`src/rtl/config_stream_loader.sv`:
```
// Byte-stream to tile configuration bus loader: frames sync/address/data records
// and presents each one on the broadcast config bus for a fixed hold window.
module config_stream_loader #(
   parameter logic [7:0]  SYNC_BYTE   = 8'hC5,
   parameter logic [31:0] IDLE_ADDR   = 32'hFFFF_FFFF,
   parameter logic [31:0] END_ADDR    = 32'hFFFF_FFFE,
   parameter int unsigned HOLD_CYCLES = 2
) (
   input  logic        clk,
   input  logic        reset,
   input  logic [7:0]  in_data,
   input  logic        in_valid,
   output logic        in_ready,
   output logic [31:0] config_addr,
   output logic [31:0] config_data,
   output logic        busy,
   output logic        config_done,
   output logic [15:0] records_loaded,
   output logic [7:0]  sync_errors
);

   localparam int unsigned HOLD_W = (HOLD_CYCLES > 1) ? $clog2(HOLD_CYCLES) : 1;
   localparam logic [HOLD_W-1:0] HOLD_LAST = HOLD_W'(HOLD_CYCLES - 1);

   typedef enum logic [1:0] {
      IDLE  = 2'd0,
      ADDR  = 2'd1,
      DATA  = 2'd2,
      DRIVE = 2'd3
   } state_t;

   state_t            state_r;
   state_t            state_nx_s;
   logic [1:0]        byte_idx_r;
   logic [HOLD_W-1:0] hold_cnt_r;
   logic [31:0]       shadow_addr_r;
   logic [31:0]       shadow_data_r;
   logic [31:0]       config_addr_r;
   logic [31:0]       config_data_r;
   logic              config_done_r;
   logic [15:0]       records_loaded_r;
   logic [7:0]        sync_errors_r;

   logic              in_ready_s;
   logic              xfer_s;
   logic              last_byte_s;
   logic              hold_last_s;
   logic              is_end_s;

   // Acceptance depends on state only, so a stalled host never sees ready chatter.
   assign in_ready_s  = (state_r != DRIVE);
   assign xfer_s      = in_valid && in_ready_s;
   assign last_byte_s = (byte_idx_r == 2'd3);
   assign hold_last_s = (hold_cnt_r == HOLD_LAST);
   assign is_end_s    = (shadow_addr_r == END_ADDR);

   // State register.
   always_ff @(posedge clk or posedge reset) begin
      if (reset) begin
         state_r <= IDLE;
      end else begin
         state_r <= state_nx_s;
      end
   end

   // Next-state decode.
   always_comb begin
      state_nx_s = state_r;
      case (state_r)
         IDLE: begin
            if (xfer_s && (in_data == SYNC_BYTE)) begin
               state_nx_s = ADDR;
            end else begin
               state_nx_s = IDLE;
            end
         end
         ADDR: begin
            if (xfer_s && last_byte_s) begin
               state_nx_s = DATA;
            end else begin
               state_nx_s = ADDR;
            end
         end
         DATA: begin
            if (xfer_s && last_byte_s) begin
               state_nx_s = is_end_s ? IDLE : DRIVE;
            end else begin
               state_nx_s = DATA;
            end
         end
         DRIVE: begin
            if (hold_last_s) begin
               state_nx_s = IDLE;
            end else begin
               state_nx_s = DRIVE;
            end
         end
         default: begin
            state_nx_s = IDLE;
         end
      endcase
   end

   // Record assembly, bus presentation and host-visible counters.
   always_ff @(posedge clk or posedge reset) begin
      if (reset) begin
         byte_idx_r       <= 2'd0;
         hold_cnt_r       <= '0;
         shadow_addr_r    <= 32'd0;
         shadow_data_r    <= 32'd0;
         config_addr_r    <= IDLE_ADDR;
         config_data_r    <= 32'd0;
         config_done_r    <= 1'b0;
         records_loaded_r <= 16'd0;
         sync_errors_r    <= 8'd0;
      end else begin
         case (state_r)
            IDLE: begin
               if (xfer_s) begin
                  if (in_data == SYNC_BYTE) begin
                     byte_idx_r <= 2'd0;
                  end else if (sync_errors_r != 8'hFF) begin
                     sync_errors_r <= sync_errors_r + 8'd1;
                  end
               end
            end
            ADDR: begin
               // Little-endian shift-in: after four bytes the first one sits in [7:0].
               if (xfer_s) begin
                  shadow_addr_r <= {in_data, shadow_addr_r[31:8]};
                  byte_idx_r    <= byte_idx_r + 2'd1;
               end
            end
            DATA: begin
               if (xfer_s) begin
                  shadow_data_r <= {in_data, shadow_data_r[31:8]};
                  byte_idx_r    <= byte_idx_r + 2'd1;
                  if (last_byte_s) begin
                     if (is_end_s) begin
                        config_done_r <= 1'b1;
                     end else begin
                        config_addr_r <= shadow_addr_r;
                        config_data_r <= {in_data, shadow_data_r[31:8]};
                        hold_cnt_r    <= '0;
                     end
                  end
               end
            end
            DRIVE: begin
               if (hold_last_s) begin
                  config_addr_r <= IDLE_ADDR;
                  config_data_r <= 32'd0;
                  hold_cnt_r    <= '0;
                  if (records_loaded_r != 16'hFFFF) begin
                     records_loaded_r <= records_loaded_r + 16'd1;
                  end
               end else begin
                  hold_cnt_r <= hold_cnt_r + {{(HOLD_W-1){1'b0}}, 1'b1};
               end
            end
            default: begin
               config_addr_r <= IDLE_ADDR;
               config_data_r <= 32'd0;
               byte_idx_r    <= 2'd0;
               hold_cnt_r    <= '0;
            end
         endcase
      end
   end

   assign in_ready       = in_ready_s;
   assign busy           = (state_r != IDLE);
   assign config_addr    = config_addr_r;
   assign config_data    = config_data_r;
   assign config_done    = config_done_r;
   assign records_loaded = records_loaded_r;
   assign sync_errors    = sync_errors_r;

endmodule

```
`config.mk`:
```
export PLATFORM = sky130hd
export DESIGN_NAME = config_stream_loader
export DESIGN_NICKNAME = d
export VERILOG_FILES = /design/src/rtl/config_stream_loader.sv
export SDC_FILE = /design/constraint.sdc
export NUM_CORES = 1
export LEC_CHECK = 0
export ABC_AREA = 1
export BUFFER_PORTS_ARGS = -buffer_cell sky130_fd_sc_hd__buf_2
export CAP_MARGIN = 20
export CORE_MARGIN = 3
export CORE_UTILIZATION = 40
export DETAILED_ROUTE_END_ITERATION = 16
export HOLD_SLACK_MARGIN = 0.05
export PLACE_DENSITY_LB_ADDON = 0.15
export SLEW_MARGIN = 30
export SYNTH_ARGS = -nofsm -noshare
export SYNTH_HDL_FRONTEND = slang
export SYNTH_SLANG_ARGS = --single-unit
```
`constraint.sdc`:
```
create_clock -name clk -period 6.35 [get_ports clk]
set_input_delay 1.27 -clock clk [delete_from_list [all_inputs] [get_ports clk]]
set_output_delay 1.27 -clock clk [all_outputs]
set_load 0.005 [all_outputs]
```
# --- Word level (Yosys, flattened, before mapping) ---
# Cells that the tools add are included.
totals:
  register_bits: 158
  output_inout_bits: 91
  in_bits: 11
op_classes:
  n_reduce_logical: 16
  bitwise: 1
  n_eq_ne: 16
  n_mux: 25
  addsub: 4
ops:
  columns: ["cell", "count"]
  rows:
  - ["$mux 32", 8]
  - ["$pmux 32 s2", 2]
  - ["$eq 32x32->1 const B", 1]
  - ["$add 16x1->16 const B", 1]
  - ["$ne 16x16->1 const B", 1]
  - ["$reduce_and 4->1", 4]
  - ["$mux 2", 7]
  - ["$ne 2x2->1 const B", 7]
  - ["$add 8x1->8 const B", 1]
  - ["$eq 8x8->1 const B", 1]
  - ["$ne 8x8->1 const B", 1]
  - ["$pmux 2 s4", 1]
  - ["$eq 2x2->1 const B", 3]
  - ["$reduce_bool 2->1", 3]
  - ["$mux 1", 5]
  - ["$reduce_and 5->1", 1]
  - ["$pmux 2 s2", 1]
  - ["$reduce_and 2->1", 2]
  - ["$logic_and 1x1->1", 3]
  - ["$reduce_and 3->1", 1]
  - ["$add 2x1->2 const B", 1]
  - ["$eq 2x1->1 const B", 1]
  - ["$logic_not 2->1", 1]
  - ["$ne 2x1->1 const B", 1]
  - ["other kinds (4)", 4]

# --- Depth between registers and ports, before layout ---
# Gate-level depths: netlist of run 1.
depth:
  depth_word: 5
  depth_mapped: 13

# --- Worst setup path after synthesis of run 1 ---
# Ideal clock, no wire load.
synth_path:
  kind: "register -> output"
  startpoint: "reg state_r[0]"
  endpoint: "out in_ready"
  stages_incl_launch_ff: 5
  arrival_ps: 1052
  setup_slack_ps: 4028
  required_ps: 5080
  path_cell_list: "dfrtp_1 > ha_1 > buf_6 > inv_4 > clkbuf_1"
synth_between:
  elab_chain_len: 1
synth_lines:
  columns: ["item", "line", "rtl"]
  rows:
  - ["start, declared", "32", "state_t state_r;"]
  - ["start signal, assigned", "62", "state_r <= state_nx_s;"]
  - ["$ne 2x2->1", "51", "assign in_ready_s = (state_r != DRIVE);"]
  - ["end, declared", "13", "output logic in_ready,"]
# No other way between the ends.

# --- Worst setup path after layout of run 1 ---
# Same ends and word-level chain as after synthesis.

==> impl_metrics.env, run 1 <==
export IMPL_worstSkewPairLatency_ns=0.43
export IMPL_hold_buffers=0
export IMPL_coreArea_sq_um=16800
export IMPL_status="finished clean"
export IMPL_rsz0062_at_grt="no"
export IMPL_grt_ovfl_total=0
export IMPL_wire_per_inst_um=13.7
export IMPL_clk_pin_slew_ns=0.06
export IMPL_min_period_ns=3.15
export IMPL_die_h_um=138
export IMPL_ys_types=31
export IMPL_synth_warnings=0
export IMPL_required_ns=5.08
export IMPL_path_max_fanout=37
export IMPL_start_util_pct=41.4
export IMPL_ir_drop_mv=0.215
export IMPL_cts_root_buf="clkbuf_16"
export IMPL_finalHoldViolCount=0
export IMPL_die_w_um=138
export IMPL_path_cells="ha_1 > buf_4 > inv_4 > buf_2"
export IMPL_layout_common_cells="334 x nand2_1, 118 x dfrtp_1, 101 x buf_2"
export IMPL_setup_slack_ns=3.20
export IMPL_drc_errors=0
export IMPL_grt_first_pass_wirelength_um=26800
export IMPL_tns_ns=0
export IMPL_p_leak_nw=4.40
export IMPL_num_rows=47
export IMPL_num_vias=5627
export IMPL_maxCapViolCount=0
export IMPL_final_setup_viol_count=0
export IMPL_gr_usage_met1_pct=25.8
export IMPL_critPathLaunchType="register"
export IMPL_die_area_sq_um=19000
export IMPL_portBuffers=101
export IMPL_synth_seq_cells=150
export IMPL_min_period_over_period_pct=49.6
export IMPL_grt_usage_pct=18.0
export IMPL_antenna_found_initial=0
export IMPL_cts_tree="yes"
export IMPL_cp_slowest_stage_delay_ns=0.40
export IMPL_grt_pass1_vias=5313
export IMPL_cp_end_kind="output port"
export IMPL_crit_slowest_cell="dfrtp_1"
export IMPL_diodes=0
export IMPL_ios=102
export IMPL_cts_sinks=150
export IMPL_final_common_cell="nand2_1"
export IMPL_dp_slack_ns=3.37
export IMPL_post_cts_setup_buffer_count=0
export IMPL_slew_headroom_pct=44.2
export IMPL_drive_gt1_share_pct=19.9
export IMPL_hold_path_class="reg2reg"
export IMPL_final_nets=952
export IMPL_place_detailed_hpwl_um=10400
export IMPL_syn_avg_cell_area_sq_um=8.22
export IMPL_numCtsBuffers=17
export IMPL_drv_slew=0
export IMPL_cts_repair_resized=0
export IMPL_clock_skew_ns=0.0141
export IMPL_grt_busiest_layer="met2"
export IMPL_fmax_ghz=0.317
export IMPL_gr_usage_met2_pct=27.2
export IMPL_vias_per_cell=4.83
export IMPL_syn_num_nets=867
export IMPL_power_density_nw_per_um2=392
export IMPL_cp_top_family="buffers and inverters"
export IMPL_cp_buffers_inverters=3
export IMPL_seq_area_frac_synth_pct=54.4
export IMPL_tightestPinTransition_ns=0.837
export IMPL_syn_inst=848
export IMPL_gp_congestion=0.802
export IMPL_antenna_left=0
export IMPL_use_met3_pct=4.43
export IMPL_area_delta_synth_final_pct=16.3
export IMPL_cts_buffer_depth=2
export IMPL_crit_type="reg2out"
export IMPL_grt_max_degree=95
export IMPL_drt_iter0_drc=367
export IMPL_wl_um=16000
export IMPL_htreeDepth=4
export IMPL_crit_arrival_ns=1.88
export IMPL_dr_pass1_iters=5
export IMPL_mappedNetlistArea_sq_um=6970
-- Yosys cell counts --
master	count	share of area, %
ha_1	8	1.4
clkinv_2	1	0.072
a21oi_4	1	0.23
nor3_4	1	0.23
nor2_1	47	2.5
inv_1	70	3.8
nand2_1	334	18
clkbuf_1	14	0.75
buf_6	9	1.5
inv_4	1	0.090
nand3b_1	9	0.97
o21bai_1	1	0.11
nand3_1	71	5.1
o21ai_0	67	4.8
dfstp_2	32	12
buf_1	1	0.054
nand2_2	4	0.36
buf_4	1	0.11
nor3b_1	1	0.11
buf_2	17	1.2
nand4_1	4	0.36
xor2_1	9	1.1
inv_2	1	0.054
a22oi_1	1	0.11
nor3_1	5	0.36
o21bai_2	1	0.16
or2_2	9	0.81
dfrtp_1	118	42
xnor2_1	7	0.88
nand3_2	1	0.14
a21oi_1	2	0.14
-- report_power, final --
part / leakage [nW] / switching [mW] / internal [mW]
Combinational: 2.23 / 0.401 / 0.314
Clock: 0.270 / 0.383 / 0.559
Sequential: 1.90 / 0.210 / 1.31
Total: 4.40 / 0.994 / 2.18
-- final timing paths --
kind                            cells after the start                        start  slack, ns                            end
min in group asynchronous                           2                        reset       1.02     sync_errors[5]$_DFFE_PP0P_
max in group asynchronous                           3                        reset       4.07  records_loaded[9]$_DFFE_PP0P_
worst max register to register                     12         state_r[0]$_DFF_PP0_       3.53    config_data[20]$_DFFE_PP0P_
worst min-delay path                                2  config_addr[15]$_DFFE_PP1P_       0.46    config_addr[15]$_DFFE_PP1P_
worst max-delay path                                4         state_r[0]$_DFF_PP0_       3.20                       in_ready
worst min register to register                      2  config_addr[15]$_DFFE_PP1P_       0.46    config_addr[15]$_DFFE_PP1P_
-- cells by family after synthesis --
logic type	count (synthesis)	share of synthesized area, %
and+or+nand+nor	486	29.0
xor gates and xnor gates	16	2.01
buffers and inverters	115	7.58
AOI/OAI and AO/OA	73	5.57
DFF	150	54.4
adders and majority gates	8	1.44
-- flip-flops by register name (all words and copies together) (netlist names) --
name	flops
byte_idx_r	2
config_addr	32
config_data	32
config_done	1
hold_cnt_r	1
records_loaded	16
shadow_addr_r	32
shadow_data_r	24
state_r	2
sync_errors	8
-- routing by layer --
| layer | wire length (um) | vias up |
|---|---|---|
| met4 | 173 | 0 |
| met1 | 7720 | 2677 |
| met3 | 810 | 13 |
| li1 | - | 2824 |
| met2 | 7280 | 113 |
| met5 | 0 | - |
-- through the flow --
| stage | instance area [sq um] | utilization [%] | hold WS (ns) | instances | power (mW) |
|---|---|---|---|---|---|
| 6_report | 8100 | 48.2 | 0.459 | 1165 | 3.18 |
| 5_1_grt | 8100 | 48.2 | 0.470 | 1165 | 3.43 |
| 4_1_cts | 8100 | 48.2 | 0.462 | 1165 | 3.22 |
| 3_5_place_dp | 7560 | 45.0 | 0.453 | 1134 | 2.26 |
| 3_3_place_gp | 7560 | 45.0 | 0.451 | 1134 | 2.25 |
| 2_1_floorplan | 6970 | - | 0.452 | 848 | 1.95 |
-- layout make-up --
| type | instances | area (sq um) |
|---|---|---|
| fill | 1743 | 8720 |
| sequential | 150 | 3790 |
| multi-input combinational | 583 | 2650 |
| timing repair buffer | 108 | 558 |
| clock buffer | 28 | 527 |
| inverter | 73 | 283 |
| tap | 220 | 275 |
| clock inverter | 3 | 15.0 |
-- worst min-delay path: cells and delay by family (launching register included) --
family	cells	cell delay [ns]
flip-flops	1	0.36
AND/OR/NAND/NOR	2	0.09
Power figures use the tool's default switching activity.
==> run 2: changes to the inputs <==
Clock period 6.35 ns to 2.95 ns, I/O delays scaled along.
==> impl_metrics.env, run 2 (same netlist as run 1, synthesis figures left out) <==
export IMPL_final_core_util_pct=48.8
export IMPL_final_nets=957
export IMPL_numCtsBuffers=17
export IMPL_hold_path_class="in2async"
export IMPL_die_area_sq_um=19000
export IMPL_drc_errors=0
export IMPL_cts_repair_resized=0
export IMPL_setup_slack_ns=0.641
export IMPL_critPathLaunchType="register"
export IMPL_clk_pin_slew_ns=0.06
export IMPL_crit_slowest_cell="dfrtp_1"
export IMPL_slew_headroom_pct=50.6
export IMPL_reg2reg_to="config_addr[0]$_DFFE_PP1P_"
export IMPL_final_design_area_no_fill_sq_um=8200
export IMPL_drt_iter0_drc=299
export IMPL_final_common_cell="nand2_1"
export IMPL_wire_per_inst_um=13.5
export IMPL_cp_buffers_inverters=3
export IMPL_vias_per_cell=4.66
export IMPL_detailed_place_area_sq_um=7620
export IMPL_path_cells="ha_1 > inv_4 > buf_4 > buf_2"
export IMPL_layout_common_cells="334 x nand2_1, 118 x dfrtp_1, 101 x buf_2"
export IMPL_fmax_ghz=0.433
export IMPL_status="finished clean"
export IMPL_post_cts_setup_buffer_count=0
export IMPL_cts_root_buf="clkbuf_16"
export IMPL_die_h_um=138
export IMPL_drive_gt1_share_pct=20.5
export IMPL_cts_tree="yes"
export IMPL_rsz0062_at_grt="no"
export IMPL_power_mw=6.95
export IMPL_cp_slowest_stage_delay_ns=0.40
export IMPL_regArea_sq_um=3790
export IMPL_p_leak_nw=4.44
export IMPL_antenna_found_initial=0
export IMPL_cts_sinks=150
export IMPL_required_ns=2.36
export IMPL_worstSkewPairLatency_ns=0.42
export IMPL_area_delta_synth_final_pct=17.7
export IMPL_place_detailed_hpwl_um=10700
export IMPL_min_period_over_period_pct=78.3
export IMPL_place_inst=1139
export IMPL_antenna_left=0
export IMPL_clock_skew_ns=0.0100
export IMPL_worstRegToRegCells=11
export IMPL_multi_input_area_sq_um=2650
export IMPL_grt_max_degree=96
export IMPL_cp_top_family="buffers and inverters"
export IMPL_tns_ns=0
export IMPL_cts_buffer_depth=2
export IMPL_htreeDepth=4
export IMPL_maxCapViolCount=0
export IMPL_crit_type="reg2out"
export IMPL_power_density_nw_per_um2=847
export IMPL_holdWs_ns=0.329
export IMPL_ios=102
export IMPL_die_w_um=138
export IMPL_ir_drop_mv=0.435
export IMPL_finalNonFillerCells=1171
export IMPL_grt_usage_pct=17.8
export IMPL_gp_congestion=0.789
export IMPL_portBuffers=101
export IMPL_grt_ovfl_total=0
export IMPL_grt_first_pass_wirelength_um=26800
export IMPL_finalHoldViolCount=0
export IMPL_num_rows=47
export IMPL_min_period_ns=2.31
export IMPL_num_vias=5462
export IMPL_diodes=0
export IMPL_drv_slew=0
export IMPL_tightestPinTransition_ns=0.739
export IMPL_wl_um=15800
export IMPL_hold_buffers=0
export IMPL_coreArea_sq_um=16800
export IMPL_r2r_setup_slack_ns=0.74
export IMPL_rr_startpoint="state_r[0]$_DFF_PP0_"
export IMPL_final_setup_viol_count=0
export IMPL_grt_pass1_vias=5321
export IMPL_dp_slack_ns=0.724
export IMPL_n_fill_cell=1736
export IMPL_dr_pass1_iters=4
export IMPL_cp_end_kind="output port"
export IMPL_start_util_pct=41.4
export IMPL_path_max_fanout=21
export IMPL_crit_arrival_ns=1.72
run 2: changes by cell type in the layout (fill, tap and decap cells not counted):
cell / change
buf_4: +3
clkbuf_8: -3
clkinvlp_4: +3
buf_12: +2
bufinv_16: +2
clkbuf_1: -1
clkinv_4: +1
inv_6: -1
run 2: how the worst max path moves through the flow:
stage,cells past startpoint,slack (ns),startpoint,end
after detailed placement,11,0.72,state_r[0]$_DFF_PP0_,config_addr[0]$_DFFE_PP1P_
after global placement,9,0.80,state_r[0]$_DFF_PP0_,sync_errors[3]$_DFFE_PP0P_
after floorplan,1,0.50,reset,byte_idx_r[0]$_DFFE_PP0P_
after global routing,9,0.51,state_r[0]$_DFF_PP0_,sync_errors[2]$_DFFE_PP0P_
final,4,0.64,state_r[0]$_DFF_PP0_,in_ready
after CTS,4,0.61,state_r[0]$_DFF_PP0_,in_ready
run 2: layout make-up:
cell class | instances | area share (%)
clock inverter | 8 | 1.21
tap | 220 | 3.36
inverter | 73 | 3.43
timing repair buffer | 113 | 7.57
sequential | 150 | 46.2
clock buffer | 24 | 5.87
multi-input combinational | 583 | 32.3
run 2: worst register-to-register path, cell delays in order (launching register included):
cell	delay (ns)
dfrtp_1	0.40
ha_1	0.25
inv_4	0.22
nand2_1	0.10
clkinv_2	0.10
nand2_2	0.06
inv_2	0.07
nand2_2	0.07
a21oi_4	0.16
buf_4	0.38
nand3_1	0.22
nand2_1	0.12
run 2: metal layers:
| metal | vias to the layer above | GRT usage (%) | part of all wire (%) |
|---|---|---|---|
| li1 | 2832 | - | - |
| met1 | 2493 | 25.5 | 50 |
| met2 | 122 | 27.2 | 44 |
| met5 | - | 0 | 0 |
| met4 | 0 | 5.32 | 1.3 |
| met3 | 15 | 3.85 | 4.6 |
run 2: power breakdown:
group	internal (mW)	leakage (nW)	total (mW)	switching, mW
clock	1.31	0.280	2.13	0.822
sequential	2.82	1.90	3.26	0.441
combinational	0.681	2.26	1.55	0.873
total	4.81	4.44	6.95	2.14
